File: src/rtl/ha_array_pkg.sv
// Shared types and constants for the half-adder array accumulator.
package ha_array_pkg;

    localparam int unsigned ROWS = 4;
    localparam int unsigned TW   = 9;
    localparam int unsigned BW   = 7;
    localparam int unsigned PW   = 16;
    localparam int unsigned AW   = 17;              // accumulator width, one guard bit above PW
    localparam int unsigned IDXW = $clog2(ROWS);

    localparam logic [PW-1:0] SAT_MAX = 16'hFFFF;

    typedef enum logic [1:0] {
        IDLE,
        ACC,
        DONE
    } state_e;

    // One array row: t bits start at weight 2^(2k), b bits at 2^(2k+2).
    typedef struct packed {
        logic [TW-1:0] t;
        logic [BW-1:0] b;
    } ha_row_t;

    typedef ha_row_t [ROWS-1:0] ha_bundle_t;

    // Clamp the accumulator to the product width.
    function automatic logic [PW-1:0] saturate(input logic [AW-1:0] acc);
        return acc[AW-1] ? SAT_MAX : acc[PW-1:0];
    endfunction

endpackage

File: src/rtl/ha_row_weight.sv
// Combinational row weighting: rv = (t + (b << 2)) << 2*idx, at accumulator width.
module ha_row_weight
    import ha_array_pkg::*;
(
    input  logic [TW-1:0]   t_i,
    input  logic [BW-1:0]   b_i,
    input  logic [IDXW-1:0] idx_i,
    output logic [AW-1:0]   rv_o
);

    logic [AW-1:0] base;

    // Row-local sum, then shift by the row's weight of 4^idx.
    always_comb begin
        base = AW'(t_i) + (AW'(b_i) << 2);
        rv_o = base << {idx_i, 1'b0};
    end

endmodule

File: src/rtl/ha_array_accumulator.sv
// Sequential reducer for the four-row half-adder array.
// Captures one bundle, adds one row per clock into a 17-bit accumulator and
// presents the saturated 16-bit product under a valid/ready handshake.
// Build option HA_ACC_DUAL_ROW_EN: add two rows per clock (three-input adder).
module ha_array_accumulator
    import ha_array_pkg::*;
(
    input  logic          clk,
    input  logic          rst_n,
    input  logic          in_valid,
    output logic          in_ready,
    input  logic [TW-1:0] ha_array_0_t,
    input  logic [BW-1:0] ha_array_0_b,
    input  logic [TW-1:0] ha_array_1_t,
    input  logic [BW-1:0] ha_array_1_b,
    input  logic [TW-1:0] ha_array_2_t,
    input  logic [BW-1:0] ha_array_2_b,
    input  logic [TW-1:0] ha_array_3_t,
    input  logic [BW-1:0] ha_array_3_b,
    output logic          out_valid,
    input  logic          out_ready,
    output logic [PW-1:0] product,
    output logic          busy
);

`ifdef HA_ACC_DUAL_ROW_EN
    localparam int unsigned STEP = 2;
`else
    localparam int unsigned STEP = 1;
`endif

    state_e          state_q;
    ha_bundle_t      bundle_q;
    logic [AW-1:0]   acc_q;
    logic [AW-1:0]   acc_d;
    logic [IDXW-1:0] idx_q;
    logic [PW-1:0]   product_q;
    logic            out_valid_q;
    logic            in_ready_q;
    logic            busy_q;

    logic            accept;
    logic            last_step;
    logic [AW-1:0]   rv0;

    assign accept    = (state_q == IDLE) && in_valid;
    assign last_step = (idx_q == IDXW'(ROWS - STEP));

    ha_row_weight u_row_weight0 (
        .t_i   (bundle_q[idx_q].t),
        .b_i   (bundle_q[idx_q].b),
        .idx_i (idx_q),
        .rv_o  (rv0)
    );

`ifdef HA_ACC_DUAL_ROW_EN
    logic [IDXW-1:0] idx1;
    logic [AW-1:0]   rv1;

    assign idx1 = idx_q + IDXW'(1);

    ha_row_weight u_row_weight1 (
        .t_i   (bundle_q[idx1].t),
        .b_i   (bundle_q[idx1].b),
        .idx_i (idx1),
        .rv_o  (rv1)
    );

    // Next accumulator value: current sum plus the row pair at idx.
    always_comb begin
        // NOTE: assign a default first so no path leaves acc_d unassigned (no latch).
        acc_d = acc_q;
        acc_d = acc_q + rv0 + rv1;
    end
`else
    // Next accumulator value: current sum plus the row at idx.
    always_comb begin
        // NOTE: assign a default first so no path leaves acc_d unassigned (no latch).
        acc_d = acc_q;
        acc_d = acc_q + rv0;
    end
`endif

    // Bundle capture on the accept edge; held unchanged until the next accept.
    // NOTE: no reset here -- the bundle is only read after a fresh capture, so clearing it buys nothing.
    always_ff @(posedge clk) begin
        if (accept) begin
            bundle_q[0] <= '{t: ha_array_0_t, b: ha_array_0_b};
            bundle_q[1] <= '{t: ha_array_1_t, b: ha_array_1_b};
            bundle_q[2] <= '{t: ha_array_2_t, b: ha_array_2_b};
            bundle_q[3] <= '{t: ha_array_3_t, b: ha_array_3_b};
        end
    end

    // Control FSM with registered handshake outputs, product and busy.
    // NOTE: non-blocking assignments so every register samples pre-edge values.
    always_ff @(posedge clk or negedge rst_n) begin
        if (!rst_n) begin
            state_q     <= IDLE;
            acc_q       <= '0;
            idx_q       <= '0;
            product_q   <= '0;
            out_valid_q <= 1'b0;
            in_ready_q  <= 1'b1;
            busy_q      <= 1'b0;
        end else begin
            case (state_q)
                IDLE: begin
                    if (in_valid) begin
                        acc_q      <= '0;
                        idx_q      <= '0;
                        in_ready_q <= 1'b0;
                        busy_q     <= 1'b1;
                        state_q    <= ACC;
                    end
                end
                ACC: begin
                    acc_q <= acc_d;
                    idx_q <= idx_q + IDXW'(STEP);
                    if (last_step) begin
                        product_q   <= saturate(acc_d);
                        out_valid_q <= 1'b1;
                        state_q     <= DONE;
                    end
                end
                DONE: begin
                    if (out_ready) begin
                        out_valid_q <= 1'b0;
                        in_ready_q  <= 1'b1;
                        busy_q      <= 1'b0;
                        state_q     <= IDLE;
                    end
                end
                default: begin
                    state_q <= IDLE;
                end
            endcase
        end
    end

    assign in_ready  = in_ready_q;
    assign out_valid = out_valid_q;
    assign product   = product_q;
    assign busy      = busy_q;

endmodule

File: config.mk
export PLATFORM = sky130hd
export DESIGN_NAME = ha_array_accumulator
export DESIGN_NICKNAME = d
export VERILOG_FILES = /design/src/rtl/ha_array_pkg.sv /design/src/rtl/ha_row_weight.sv /design/src/rtl/ha_array_accumulator.sv
export SDC_FILE = /design/constraint.sdc
export NUM_CORES = 1
export LEC_CHECK = 0
export CAP_MARGIN = 15
export CORE_MARGIN = 5
export CORE_UTILIZATION = 54
export CTS_BUF_LIST = sky130_fd_sc_hd__clkbuf_8 sky130_fd_sc_hd__clkbuf_16
export DETAILED_ROUTE_END_ITERATION = 16
export GPL_TIMING_DRIVEN = 0
export HOLD_SLACK_MARGIN = 0.05
export MAX_ROUTING_LAYER = met4
export PLACE_DENSITY = 0.79
export SYNTH_ARGS = -nofsm -noshare
export SYNTH_HDL_FRONTEND = slang
export SYNTH_HIERARCHICAL = 1
export SYNTH_SLANG_ARGS = --single-unit
File: constraint.sdc
create_clock -name clk -period 13.42 [get_ports clk]
set_clock_uncertainty 0.05 [all_clocks]
set_input_delay 2.684 -clock clk [delete_from_list [all_inputs] [get_ports clk]]
set_output_delay 2.684 -clock clk [all_outputs]
set_load 0.005 [all_outputs]
# Word level (Yosys, flattened, before mapping)
# Index checks and enable logic that the tools add are counted.
[op_classes] addsub=3 n_mul=0 n_div=0 magnitude_cmp=1 eq_ne=6 n_shift=1 mux=19 n_bitwise=0 reduce_logical=10
[op_table] op="$pmux W17 S2" n=1
[op_table] op="$bmux W16 S2" n=1
[op_table] op="$mux W16" n=2
[op_table] op="$add A17 B17 Y17" n=1
[op_table] op="$mux W17" n=1
[op_table] op="$shl A10 B3 Y17" n=1
[op_table] op="$add A9 B9 Y10" n=1
[op_table] op="$reduce_and A3 Y1" n=3
[op_table] op="$mux W2" n=4
[op_table] op="$ne A2 B2 Y1 const B" n=3
[op_table] op="$pmux W1 S2" n=3
[op_table] op="$pmux W2 S3" n=1
[op_table] op="$reduce_bool A2 Y1" n=3
[op_table] op="$mux W1" n=5
[op_table] op="$eq A2 B2 Y1 const B" n=2
[op_table] op="$pmux W2 S2" n=1
[op_table] op="$reduce_and A2 Y1" n=2
[op_table] op="$lt A2 B3 Y1 const B" n=1
[op_table] op="$add A2 B1 Y2 const B" n=1
[op_table] op="$eq A2 B1 Y1 const B" n=1
[op_table] op="$logic_not A2 Y1" n=1
[op_table] op="$logic_and A1 B1 Y1" n=1
[totals] reg_bits=104 latchBits=0 mem_bits_rw=0 rom_bits=0 wordCells=55 mem_count=0

# Logic depth before layout (Yosys ltp)
# Gate-level depths: netlist (run 1).
[logic_depth] depth_word=6 depth_mapped=19 mapped_depth_nobuf=15

# Cells and area by module
# Netlist (run 1), hierarchy kept.
[modules_own_cells] mod="ha_array_accumulator" instances=1 cells_each=337 area_per_inst_um2=4625.7
[modules_own_cells] mod="ha_row_weight" instances=1 cells_each=99 area_per_inst_um2=699.4

# Worst setup path before layout (run 1)
# No wires, ideal clock.
[synth_path] path_kind="input -> register" from="in in_valid" to="reg acc_q[16]" setup_time_ps=121 arrival_ps=6464 required_time_ps=13249 slack_ps=6785 path_stages=5 n_path_buf=0 cell_sequence="nand2_1 nor2_1 nor2_1 o21bai_1 a22o_1"
[synth_between] elab_chain_len=2
[synth_rtl] item="start: declaration" line_no="ha_array_accumulator.sv:10" source="input logic in_valid,"
[synth_rtl] item="$ne A2 B2 Y1 (no line)"
[synth_rtl] item="$reduce_and A2 Y1 (no line)"
[synth_rtl] item="end signal: assignment" line_no="ha_array_accumulator.sv:100" source="acc_q <= '0;"
[synth_rtl] item="end signal: assignment" line_no="ha_array_accumulator.sv:110" source="acc_q <= '0;"
[synth_rtl] item="end signal: assignment" line_no="ha_array_accumulator.sv:118" source="acc_q <= acc_d;"
[synth_rtl] item="end: declaration" line_no="ha_array_accumulator.sv:34" source="logic [AW-1:0] acc_q;"
# No other way between the ends.
# A chain may end at the register's enable or synchronous reset.

# Final worst setup path (run 1)
[layout_path] from="reg idx_q[0]" to="reg product_q[9], in the netlist product[9]"
[layout_between] elab_chain_len=6
[layout_rtl] item="start: declaration" line_no="ha_array_accumulator.sv:36" source="logic [IDXW-1:0] idx_q;"
[layout_rtl] item="start signal: assignment" line_no="ha_array_accumulator.sv:119" source="idx_q <= idx_q + IDXW'(STEP);"
[layout_rtl] item="$bmux W16 S2" line_no="ha_array_accumulator.sv:50, ha_array_accumulator.sv:51"
[layout_rtl] item="$mux W16 (not written as such)" line_no="ha_array_accumulator.sv:51" source=".b_i (bundle_q[idx_q].b),"
[layout_rtl] item="$add A9 B9 Y10" line_no="ha_row_weight.sv:15" source="base = AW'(t_i) + (AW'(b_i) << 2);"
[layout_rtl] item="$shl A10 B3 Y17 *" line_no="ha_row_weight.sv:16" source="rv_o = base << {idx_i, 1'b0};"
[layout_rtl] item="named net rv0[8]" line_no="ha_array_accumulator.sv:44" source="logic [AW-1:0] rv0;"
[layout_rtl] item="$add A17 B17 Y17 *" line_no="ha_array_accumulator.sv:80" source="acc_d = acc_q + rv0;"
[layout_rtl] item="$mux W16 *" line_no="ha_array_pkg.sv:29" source="return acc[AW-1] ? SAT_MAX : acc[PW-1:0];"
[layout_rtl] item="end signal: assignment" line_no="ha_array_accumulator.sv:121" source="product_q <= saturate(acc_d);"
[layout_rtl] item="end: declaration" line_no="ha_array_accumulator.sv:37" source="logic [PW-1:0] product_q;"
# Mark *: on every way through the listed nets, which the timed path passes. The rest lies on a longest branch. The select of a mux whose other input is x is not followed.

==> run metrics, run 1 <==
Detailed Route Iter0 Violations=a little under 300; cell with the most instances after synthesis=sky130_fd_sc_hd__edfxtp_1; Worst Path Max Fanout=10; EDFF count, synth=64; width of the die=109 um; total vias in the final route=3840; Synthesized Nets=530; Vias/cell=approximately 5.7; number of pins with negative max-slew slack in the final report=0; share of the yosys chip area belonging to registers=54.9%; Port-buffer cells=86; cell taking the most area after synthesis=sky130_fd_sc_hd__edfxtp_1; Max-slew headroom=a little under two fifths; TritonCTS clock tree=done; count of pins on the block boundary=87; Mean Syn Cell Area=12.2 um^2; kind of start point of the critical path=flop; DRC violations left=0; number of instances resized during post-cts repair=0; Cell Area, Synth=~5300 um^2; Worst Setup End Kind=flop; buffer levels on the longest clock path=2; Clk Latency, worst-skew pair=0.37 ns; least setup slack across all paths after layout=7.79 ns; Core ar.=between 9000 and 10000 um^2; Filler cells=697; wire length of the first global-routing pass=18.4 mm; number of distinct standard cells referenced by the synthesized netlist=64; Nets=628; Hold Path Cell Cnt=2; path type of the worst min-delay path=reg2reg; area of combinational cells with multiple inputs=around 2200 um^2; die boundary height=109 um; maximum clock frequency=178 MHz; setup repair bufs after CTS=0; post-CTS clock slew at the launch and capture registers of the worst setup and hold paths=0.10 ns; total routing resource utilization after global routing=between 20% and 30%; wire length reported by the detailed router=11.4 mm; drt first pass iters=5; count of antenna diodes in the layout=0; CP arrival=5.82 ns; critical register-to-register path startpoint=idx_q[0]$_DFFE_PN0P_; root buf cell=sky130_fd_sc_hd__clkbuf_8; Routed wire per std cell=17.0 um; Tmin final=around 5.6 ns; sequential cell area=2920 um^2; gpl congestion=0.958; cell count of the worst reg-to-reg path=17; Hold Path Sink=acc_q[9]$_DFFE_PN0P_; count of final hold-check violations=0; flops & latches, synth=104; Final HPWL DP=8.81 mm; Starting Density=55.0%; via count of the first global-routing pass=about 3900; transition time at the pin with the least slew margin=0.929 ns; # H-tree levels=3; signed area change from the synthesized netlist to the final layout=23.5%; Tcrit/Tclk final=41.9%; worst reg2reg path endpoint=product[9]$_DFFE_PN0P_; kind of cell adding the most delay to the critical path=compound AO/OA/AOI/OAI gates; hold_buf cts=0; Placement Setup Slack=7.69 ns; area share of the leading cell type in the synthesized netlist=between 30% and 40%; hold path startpoint=acc_q[9]$_DFFE_PN0P_; most frequently used flop master after synthesis=sky130_fd_sc_hd__edfxtp_1; cells along the critical path=clkbuf_1 -> buf_2 -> mux4_2 -> ha_1 -> fa_1 -> and3_4 -> or2_4 -> o311ai_1 -> o31ai_1 -> ha_1 -> and4_1 -> a21boi_2 -> o21ai_2 -> a211oi_4 -> xnor2_2 -> buf_6 -> a31oi_1; class of the most critical setup path=reg2reg; most instantiated cells after synthesis=sky130_fd_sc_hd__edfxtp_1 (64), sky130_fd_sc_hd__dfrtp_1 (39), sky130_fd_sc_hd__nand2_1 (37), sky130_fd_sc_hd__nor2_1 (35), sky130_fd_sc_hd__ha_1 (24); Setup TNS=0 ns; RSZ-0062 raised after global routing=false; max-cap check violation count=0; cell at the slowest stage of the critical path=sky130_fd_sc_hd__clkbuf_1; Yosys warning count=6; cts bufs inserted=9; Final setup viols=0; std cell rows=36; top area cells in the synthesized netlist=sky130_fd_sc_hd__edfxtp_1 (36%), sky130_fd_sc_hd__dfrtp_1 (18%), sky130_fd_sc_hd__mux4_2 (6.8%); worst stage delay on the critical path=0.55 ns; share of layout cells above drive strength 1=12.2%; antenna violations before repair=0; total buffers and inverters traversed by the critical path=3; fraction of synthesis flops using an asynchronous set or reset pin=about two fifths; number of cells produced by synthesis=between 400 and 500; number of nets still failing antenna checks after routing=0; Critical Path Most Common Cell=sky130_fd_sc_hd__ha_1; total clock sinks=around 100; area enclosed by the die boundary=between 10000 and 15000 um^2; maximum number of pins on one net before global-route repair=roughly 40; Reg2Reg Setup Slack=7.79 ns; CP required=13.61 ns; outcome=finished, final reports clean; gr ovfl total=0
placed cells by master, fill, tap and decap left out, types with 6 or more instances in the layout:
cell / count
sky130_fd_sc_hd__a21oi_1: 21
sky130_fd_sc_hd__a31oi_1: 20
sky130_fd_sc_hd__buf_2: 6
sky130_fd_sc_hd__clkbuf_1: 15
sky130_fd_sc_hd__clkbuf_8: 9
sky130_fd_sc_hd__clkdlybuf4s50_1: 85
sky130_fd_sc_hd__dfrtp_1: 39
sky130_fd_sc_hd__edfxtp_1: 64
sky130_fd_sc_hd__ha_1: 24
sky130_fd_sc_hd__inv_1: 14
sky130_fd_sc_hd__mux4_2: 16
sky130_fd_sc_hd__nand2_1: 37
sky130_fd_sc_hd__nand3_1: 10
sky130_fd_sc_hd__nor2_1: 34
sky130_fd_sc_hd__nor3_1: 8
sky130_fd_sc_hd__o21a_1: 6
sky130_fd_sc_hd__o21ai_0: 19
sky130_fd_sc_hd__o22ai_1: 9
sky130_fd_sc_hd__xor2_1: 10
cell type report:
class	instances	share of cell area [%]
well taps	133	2.53
flip-flops and latches	104	44.4
clock inverters	7	1.22
inverters	14	0.799
multi-input cells	295	34.1
plain buffers	23	1.69
repair buffers	87	13.3
clock buffers	9	1.88
metrics by stage:
stage	instance area, um^2	cells	util, %	hold WS, ns
after floorplan	5330	436	-	0.406
after global placement	6350	655	65.6	0.423
after detailed placement	6370	656	65.8	0.435
after CTS	6580	672	67.9	0.458
after global routing	6580	672	67.9	0.484
final	6580	672	67.9	0.452
flip-flops by register name (all words and copies together), names as in the netlist:
register and cells:
acc_q 17, bundle_q 64, busy 1, idx_q 2, in_ready 1, out_valid 1
product 16, state_q 2
cell families after synthesis:
logic type                 synth area share, %
AOI/OAI and AO/OA                         15.6
and+or+nand+nor                           9.85
DFF                                       54.9
buffers and inverters                     3.08
adders and majority gates                 6.39
muxes                                     7.33
xor gates and xnor gates                  2.77
other                                   0.0704
worst max-delay path by stage:
stage / slack, ns / from / endpoint / depth (start not counted)
6_report: 7.79 / idx_q[0]$_DFFE_PN0P_ / product[9]$_DFFE_PN0P_ / 17
5_1_grt: 7.31 / idx_q[0]$_DFFE_PN0P_ / product[7]$_DFFE_PN0P_ / 17
4_1_cts: 7.70 / idx_q[0]$_DFFE_PN0P_ / product[9]$_DFFE_PN0P_ / 17
3_5_place_dp: 7.69 / idx_q[0]$_DFFE_PN0P_ / product[10]$_DFFE_PN0P_ / 17
3_3_place_gp: 4.85 / in_valid / acc_q[14]$_DFFE_PN0P_ / 7
2_1_floorplan: 6.79 / in_valid / acc_q[16]$_DFFE_PN0P_ / 5
metal layers:
metal | GRT usage [%] | share of wire, %
met1 | 25.6 | 42
met5 | - | 0
met2 | 35.2 | 53
met3 | 3.82 | 4.5
met4 | 5.52 | 0.98
worst min-delay path, stage by stage (launching register included):
cell                      delay [ns]
sky130_fd_sc_hd__dfrtp_1        0.36
sky130_fd_sc_hd__nand2_1        0.05
sky130_fd_sc_hd__o21ai_0        0.06
Power of run 1 is left out: the tool's default activity adds up to more than one toggle a clock period on the data nets, which glitch-free logic cannot reach.
==> inputs of run 2 (changes only) <==
--- a/config.mk
+++ b/config.mk
@@ -7,13 +7,13 @@
 export LEC_CHECK = 0
 export CAP_MARGIN = 15
 export CORE_MARGIN = 5
-export CORE_UTILIZATION = 54
+export CORE_UTILIZATION = 49
 export CTS_BUF_LIST = sky130_fd_sc_hd__clkbuf_8 sky130_fd_sc_hd__clkbuf_16
 export DETAILED_ROUTE_END_ITERATION = 16
 export GPL_TIMING_DRIVEN = 0
 export HOLD_SLACK_MARGIN = 0.05
 export MAX_ROUTING_LAYER = met4
-export PLACE_DENSITY = 0.79
+export PLACE_DENSITY = 0.75
 export SYNTH_ARGS = -nofsm -noshare
 export SYNTH_HDL_FRONTEND = slang
 export SYNTH_HIERARCHICAL = 1
==> constraint.sdc (replaced) <==
create_clock -name clk -period 4.8 [get_ports clk]
set_clock_uncertainty 0.05 [all_clocks]
set_input_delay 0.96 -clock clk [delete_from_list [all_inputs] [get_ports clk]]
set_output_delay 0.96 -clock clk [all_outputs]
set_load 0.005 [all_outputs]
==> run metrics, run 2 (synthesized netlist as in run 1, its figures left out) <==
number of pins with negative max-slew slack in the final report=0 (unchanged); Reg2Reg Setup Slack=0.18 ns (was 7.79 ns); outcome=finished, final reports clean (unchanged); Tmin final=4.62 ns (was 5.63 ns); std cell rows=38 (was 36); placed standard-cell area=6400 um^2 (was 6370 um^2); number of flip-flops under the largest register name=64 (unchanged); worst stage delay on the critical path=0.52 ns (was 0.55 ns); Hold Path Cell Cnt=2 (unchanged); via count of the first global-routing pass=3956 (was 3905); wire length of the first global-routing pass=18.8 mm (was 18.4 mm); maximum number of pins on one net before global-route repair=41 (unchanged); Routed wire per std cell=17.1 um (was 17.0 um); Worst Setup End Kind=flop (unchanged); transition time at the pin with the least slew margin=0.895 ns (was 0.929 ns); wire length reported by the detailed router=11.7 mm (was 11.4 mm); commonest cells after routing, fill and taps aside=sky130_fd_sc_hd__clkdlybuf4s50_1 (85), sky130_fd_sc_hd__edfxtp_1 (64), sky130_fd_sc_hd__dfrtp_1 (38) (was sky130_fd_sc_hd__clkdlybuf4s50_1 (85), sky130_fd_sc_hd__edfxtp_1 (64), sky130_fd_sc_hd__dfrtp_1 (39)); Starting Density=49.6% (was 55.0%); DRC violations left=0 (unchanged); Final Instance Area=6890 um^2 (was 6580 um^2); worst reg2reg path endpoint=acc_q[16]$_DFFE_PN0P_ (was product[9]$_DFFE_PN0P_); Final HPWL DP=8.96 mm (was 8.81 mm); Core ar.=10700 um^2 (was 9680 um^2); Filler cells=843 (was 697); Worst Path Max Fanout=4 (was 10); Setup TNS=0 ns (unchanged); antenna violations before repair=0 (unchanged); hold_buf cts=0 (unchanged); CP required=5.04 ns (was 13.61 ns); total routing resource utilization after global routing=19.1% (was 20.6%); class of the most critical setup path=reg2reg (unchanged); width of the die=114 um (was 109 um); maximum clock frequency=217 MHz (was 178 MHz); post-CTS clock slew at the launch and capture registers of the worst setup and hold paths=0.10 ns (about the same); hold path startpoint=acc_q[9]$_DFFE_PN0P_ (unchanged); critical register-to-register path startpoint=idx_q[0]$_DFFE_PN0P_ (unchanged); max-cap check violation count=0 (unchanged); drt first pass iters=4 (was 5); # H-tree levels=3 (unchanged); cell at the slowest stage of the critical path=sky130_fd_sc_hd__mux4_2 (was sky130_fd_sc_hd__clkbuf_1); Vias/cell=5.52 (was 5.71); cell count of the worst reg-to-reg path=18 (was 17); cells along the critical path=clkbuf_8 -> buf_12 -> mux4_2 -> ha_1 -> fa_2 -> and3_4 -> or2_4 -> a311oi_4 -> o31ai_2 -> ha_2 -> and4_4 -> a21boi_2 -> o21ai_2 -> a211oi_4 -> buf_4 -> buf_4 -> o21bai_1 -> a22o_1 (was clkbuf_1 -> buf_2 -> mux4_2 -> ha_1 -> fa_1 -> and3_4 -> or2_4 -> o311ai_1 -> o31ai_1 -> ha_1 -> and4_1 -> a21boi_2 -> o21ai_2 -> a211oi_4 -> xnor2_2 -> buf_6 -> a31oi_1); total vias in the final route=3784 (was 3840); Nets=634 (was 628); Port-buffer cells=86 (unchanged); Max-slew headroom=40.3% (was 37.9%); total clock sinks=104 (unchanged); root buf cell=sky130_fd_sc_hd__clkbuf_8 (unchanged); area enclosed by the die boundary=13100 um^2 (was 11900 um^2); number of nets still failing antenna checks after routing=0 (unchanged); buffer levels on the longest clock path=2 (unchanged); Hold Path Sink=acc_q[9]$_DFFE_PN0P_ (unchanged); share of layout cells above drive strength 1=17.1% (was 12.2%); count of final hold-check violations=0 (unchanged); Finished Core Util=64.1% (was 67.9%); Most flops, register=bundle_q (unchanged); signed area change from the synthesized netlist to the final layout=29.4% (was 23.5%); TritonCTS clock tree=done (unchanged); Tcrit/Tclk final=96.2% (was 41.9%); count of antenna diodes in the layout=0 (unchanged); path type of the worst min-delay path=reg2reg (unchanged); most common library cell in the layout ignoring fill and taps=sky130_fd_sc_hd__clkdlybuf4s50_1 (unchanged); Critical Path Most Common Cell=sky130_fd_sc_hd__buf_4 (was sky130_fd_sc_hd__ha_1); die boundary height=114 um (was 109 um); kind of start point of the critical path=flop (unchanged); gpl congestion=0.855 (was 0.958); Clk Latency, worst-skew pair=0.39 ns (was 0.37 ns); Final setup viols=0 (unchanged); CP arrival=4.85 ns (was 5.82 ns); count of pins on the block boundary=87 (unchanged); gr ovfl total=0 (unchanged); cts bufs inserted=9 (unchanged); Detailed Route Iter0 Violations=204 (was 298)
run 2: cell types whose count changed in the layout (fill, tap and decap cells not counted), sizes merged:
cell	delta
inv	+1
bufinv	+1
buf	+8
clkbuf	-2
clkinvlp	-3
clkinv	+1
run 2: worst max path at each step:
stage | from | to | slack [ns] | cells after the start
after floorplan | idx_q[0]$_DFFE_PN0P_ | product[10]$_DFFE_PN0P_ | 0.07 | 17
after global placement | idx_q[1]$_DFFE_PN0P_ | product[7]$_DFFE_PN0P_ | -0.76 | 18
after detailed placement | idx_q[1]$_DFFE_PN0P_ | product[11]$_DFFE_PN0P_ | -0.79 | 18
after CTS | idx_q[1]$_DFFE_PN0P_ | acc_q[16]$_DFFE_PN0P_ | 0.009 | 17
after global routing | idx_q[0]$_DFFE_PN0P_ | acc_q[16]$_DFFE_PN0P_ | -0.02 | 19
final | idx_q[0]$_DFFE_PN0P_ | acc_q[16]$_DFFE_PN0P_ | 0.18 | 18
run 2: final cells by class:
cell class                      instances  area, um^2  area share [%]
Clock buffer                            9         124            1.80
Clock inverter                          7         104            1.51
Inverter                               14        52.6           0.762
Tap cell                              140         175            2.54
Multi-Input combinational cell        295        2410            35.0
Buffer                                 21         139            2.01
Sequential cell                       104        2930            42.4
Timing Repair Buffer                   95         961            13.9
run 2: what timing repair did:
item,CTS,global route
gates resized for setup,12,28
endpoints found under the setup margin,23,19
pin swaps,3,10
setup buffers,7,0
run 2: critical path, delay by kind of cell, from the launching register on:
family	cells	cell delay [ns]
flops	1	0.41
compound gates	7	1.28
simple gates	3	0.70
fa+ha+maj	3	0.99
mux	1	0.52
buf+inv	4	0.55
run 2: metrics by stage:
| stage | setup slack [ns] | hold WS [ns] | instances |
|---|---|---|---|
| 2_1_floorplan | 0.0707 | 0.406 | 436 |
| 6_report | 0.182 | 0.453 | 685 |
| 3_5_place_dp | -0.794 | 0.431 | 664 |
| 3_3_place_gp | -0.757 | 0.420 | 662 |
| 5_1_grt | -0.0220 | 0.473 | 685 |
| 4_1_cts | 0.00870 | 0.461 | 686 |
run 2: routing by layer:
metal,vias to the layer above,global-route usage (%),share of wire [%]
li1,1857,-,-
met1,1817,22.4,44
met2,94,32.2,50
met3,16,3.75,3.9
met4,0,7.84,2.1
met5,-,-,0
Power of run 2 is left out for the same reason.
==> inputs of run 3 (changes only) <==
--- a/config.mk
+++ b/config.mk
@@ -9,6 +9,7 @@
 export CORE_MARGIN = 5
 export CORE_UTILIZATION = 49
 export CTS_BUF_LIST = sky130_fd_sc_hd__clkbuf_8 sky130_fd_sc_hd__clkbuf_16
+export CTS_CLUSTER_SIZE = 30
 export DETAILED_ROUTE_END_ITERATION = 16
 export GPL_TIMING_DRIVEN = 0
 export HOLD_SLACK_MARGIN = 0.05
==> results of run 3 <==
The final DEF is identical to that of run 2; final timing and power are the same.
Power of run 3 is left out for the same reason.
==> RTL edit 1: new RTL, flow settings as in run 3 <==
Reset style: synchronous (`rst_n`), changed in one clocked block.
--- a/src/rtl/ha_array_accumulator.sv
+++ b/src/rtl/ha_array_accumulator.sv
@@ -95,5 +95,5 @@
     // Control FSM with registered handshake outputs, product and busy.
     // NOTE: non-blocking assignments so every register samples pre-edge values.
-    always_ff @(posedge clk or negedge rst_n) begin
+    always_ff @(posedge clk) begin
         if (!rst_n) begin
             state_q     <= IDLE;
Formal check against the unedited RTL: differs if rst_n is asserted again (counterexample within 4 cycles, from zero or initial values and one cycle with rst_n low); with rst_n held inactive, the same outputs for 4 cycles.
==> RTL edit 1 against run 3 <==
Wire length increased by 2.7%. Area after synthesis increased by 0.28%. Via count rose by 6.7%. First-iteration DRC count is 69% higher. Setup slack improved by 21 ps. Highest routed layer unchanged. Sequential cell count unchanged. Synthesized cell count increased by 8.5%. Cell area shrank 2.9%. Hold slack worse by 20 ps.
==> RTL edit 1: results (changes against run 3) <==
Status
  – Status: finished, final reports clean

Global route
  – GR Util All Layers: 0.196 (+0.00527)
  – Pin count of the biggest net entering global routing: 48 (+17%)
  – Vias in the first global route: 4152 (+5.0%)
  – First-pass GRT wire length: 19700 um (+4.4%)
  – Initial antenna violation count: 0 (unchanged)

Layout
  – Layout cell share with drive strength beyond 1: 0.135 (-0.0355)
  – Top reg by flops: bundle_q
  – Fin cells: 717 (+4.7%)
  – Layout Nets: 666 (+5.0%)
  – Largest register FFs: 64 (unchanged)

Route
  – Detailed Routing Iterations Pass 1: 5 (+1)
  – Total wire length: 12100 um (+2.7%)
  – Initial DRC count: 344 (+69%)
  – Vias: 4036 (+6.7%)

Place
  – Hpwl dp: 9350 um (+4.4%)
  – Placed insts: 699 (+5.3%)
  – PortBufs: 85 (-1.2%)
  – Placed Area: 6390 um2 (-0.27%)
  – GPL Wtd Cong: 1.01 (+18%)
  – Placement-stage worst setup slack: -509 ps (+285 ps)

Timing
  – Slew Limit Headroom: 0.589 (+0.186)

Logic synthesis
  – Commonest cells in the netlist: 64 x edfxtp_1, 46 x nor2_1, 40 x a21oi_1, 40 x dfxtp_1, 27 x o21ai_0
  – Synth Warn #: 6 (unchanged)
  – Post-synthesis cell count: 473 (+8.5%)
  – Post-synthesis sequential area ratio: 0.510 (-0.0393)
  – Synth async-reset ratio: 0 (-0.385)
  – Dominant cells by area after synthesis: edfxtp_1 36%, dfxtp_1 15%, mux4_2 6.7%
  – Number of flops mapped to enable cells by yosys: 64 (unchanged)
  – Synth Net Count: 567 (+7.0%)
  – Synth cell types: 68 (+6.3%)

Setup path
  – Slowest stage delay, CP: 530 ps
  – Worst Path Arrival: 4800 ps (-50 ps)
  – Worst-path fanout max: 10 (+6)
  – Crit-path slowest cell: mux4_2

Clocking
  – Buffer count from post-CTS setup fixing: 0 (-7)
  – Num CTS Buffers: 9 (unchanged)
  – PostCTS Resize Cnt: 8 (-4)

Power
  – Maximum vdd drop: 0.227 mV

Hold path
  – HP Class: register to register
-- RTL edit 1: path summary, 6_finish.rpt --
check,slack (ps),cells after the start,to,from
worst min register to register,430,2,acc_q[0],acc_q[0]
worst min-delay path,430,2,acc_q[0],acc_q[0]
worst max-delay path,200,17,product[14],idx_q[0]
worst max register to register,200,17,product[14],idx_q[0]
-- RTL edit 1: area by class of cell --
type | count | area [um2]
plain buffers | 27 | 153
fillers | 876 | 4050
inverters | 10 | 37.5
multi-input cells | 332 | 2510
repair buffers | 88 | 886
well taps | 140 | 175
clock inverters | 7 | 81.3
clock buffers | 9 | 124
flip-flops and latches | 104 | 2720
-- RTL edit 1: report_power, final --
| part | internal (W) | switching (W) | total (W) |
|---|---|---|---|
| clock | 0.000250 | 0.000322 | 0.000572 |
| combinational | 0.000298 | 0.000398 | 0.000696 |
| sequential | 0.00101 | 0.0000214 | 0.00103 |
| total | 0.00156 | 0.000741 | 0.00230 |
-- RTL edit 1: cell families (layout without fill, tap and decap cells) --
kind of cell,Yosys count,after routing,synth area share
xor gates and xnor gates,16,16,0.0298
other,1,1,0.000702
and+or+nand+nor,131,131,0.120
muxes,22,22,0.0787
buffers and inverters,37,141,0.0298
AOI/OAI and AO/OA,136,136,0.168
DFF,104,104,0.510
adders and majority gates,26,26,0.0637
-- RTL edit 1: per-layer routing --
| metal | wire [um] | vias up | GRT usage | share of wire |
|---|---|---|---|---|
| met5 | 0 | - | - | 0 |
| li1 | - | 1982 | - | - |
| met3 | 447 | 21 | 0.0359 | 0.037 |
| met4 | 358 | 0 | 0.0752 | 0.030 |
| met2 | 5980 | 100 | 0.317 | 0.50 |
| met1 | 5280 | 1933 | 0.245 | 0.44 |
==> RTL edit 2: new RTL, settings of run 3 <==
Without the edit above. Add a define of `HA_ACC_DUAL_ROW_EN`.
--- a/src/rtl/ha_array_accumulator.sv
+++ b/src/rtl/ha_array_accumulator.sv
@@ -3,4 +3,6 @@
 // presents the saturated 16-bit product under a valid/ready handshake.
 // Build option HA_ACC_DUAL_ROW_EN: add two rows per clock (three-input adder).
+`define HA_ACC_DUAL_ROW_EN
+
 module ha_array_accumulator
     import ha_array_pkg::*;
Function: changed (Yosys sat finds a counterexample within 4 cycles, from zero or initial values and one cycle with rst_n low).
==> RTL edit 2 against run 3 <==
Cell area up 20%. Die area up 17%. Via count up 27%. Area after synthesis up 19%. Wire length up 25%. Final cell count up 25%. Sequential cell count down 1. Setup slack worse by 84 ps. Critical path depth unchanged.
Power is not shown: default switching activity piles up to over one toggle a cycle in this logic, so the estimate is an artifact.
==> RTL edit 2: results (changes against run 3) <==
Logic synthesis
  – Post-synthesis cell count: 562 (+29%)
  – Synth cell types: 66 (+3.1%)
  – Dominant cells by area after synthesis: edfxtp_1 30%, dfrtp_1 15%, fa_1 6.0%
  – Synth Net Count: 678 (+28%)
  – Commonest cells in the netlist: 64 x edfxtp_1, 41 x nand2_1, 38 x dfrtp_1, 38 x nor2_1, 32 x mux2_2
  – Synth async-reset ratio: 0.379 (-0.00597)

Place
  – Placement-stage worst setup slack: -702 ps (+91.5 ps)
  – GPL Wtd Cong: 0.883 (+3.2%)
  – Hpwl dp: 11000 um (+23%)

Status
  – Status: finished, final reports clean

Global route
  – Met2 usage: 0.333 (+0.0110)
  – GR Util All Layers: 0.205 (+0.0144)
  – GR Util met3: 0.0320 (-0.00550)
  – First-pass GRT wire length: 23500 um (+25%)

Hold path
  – Worst Hold Launch: product[14]
  – Worst Hold Path Cells: 1 (-1)

Route
  – Met2 WL: 7330 um (+24%)
  – WL/cell: 17.1 um (-0.17%)
  – Initial DRC count: 329 (+61%)
  – Detailed Routing Iterations Pass 1: 5 (+1)

Setup path
  – Critical Path End: acc_q[15]
  – Slowest stage delay, CP: 450 ps (-70 ps)
  – Crit-path slowest cell: fa_1
  – Worst Path Arrival: 4930 ps (+80 ps)
  – Worst-path fanout max: 10 (+6)

Timing
  – Worst slew pin tran: 950 ps (+54.1 ps)
  – Max frequency: 213 MHz (-1.8%)

Clocking
  – Buffer count from post-CTS setup fixing: 5 (-2)
  – Worst skew pair latency: 350 ps (-40 ps)
  – PostCTS Resize Cnt: 32 (+20)

Layout
  – Fillcell total: 1004 (+19%)
  – Fin cells: 857 (+25%)
RTL edit 2: worst reg2reg max path, delay by kind of cell, from the launching register on:
kind | cells | cell delay [ps]
AND/OR/NAND/NOR | 5 | 820
multiplexers | 1 | 320
buffers and inverters | 3 | 510
flip-flops | 1 | 420
AO/OA/AOI/OAI | 5 | 1160
adder cells (fa/ha/maj) | 4 | 1350
RTL edit 2: cells by family after synthesis:
kind of cell             share of synthesized area
multiplexers                                0.0681
buffers and inverters                       0.0380
AO/OA/AOI/OAI                                0.174
flip-flops                                   0.459
adder cells (fa/ha/maj)                      0.118
other                                      0.00238
XOR/XNOR                                    0.0303
AND/OR/NAND/NOR                              0.110
RTL edit 2: layout make-up:
cell class,instances,area share
Buffer,29,0.0261
Timing Repair Buffer,107,0.124
Sequential cell,103,0.350
Multi-Input combinational cell,401,0.428
Inverter,29,0.0131
Clock buffer,9,0.0272
Clock inverter,7,0.00574
Tap cell,172,0.0260
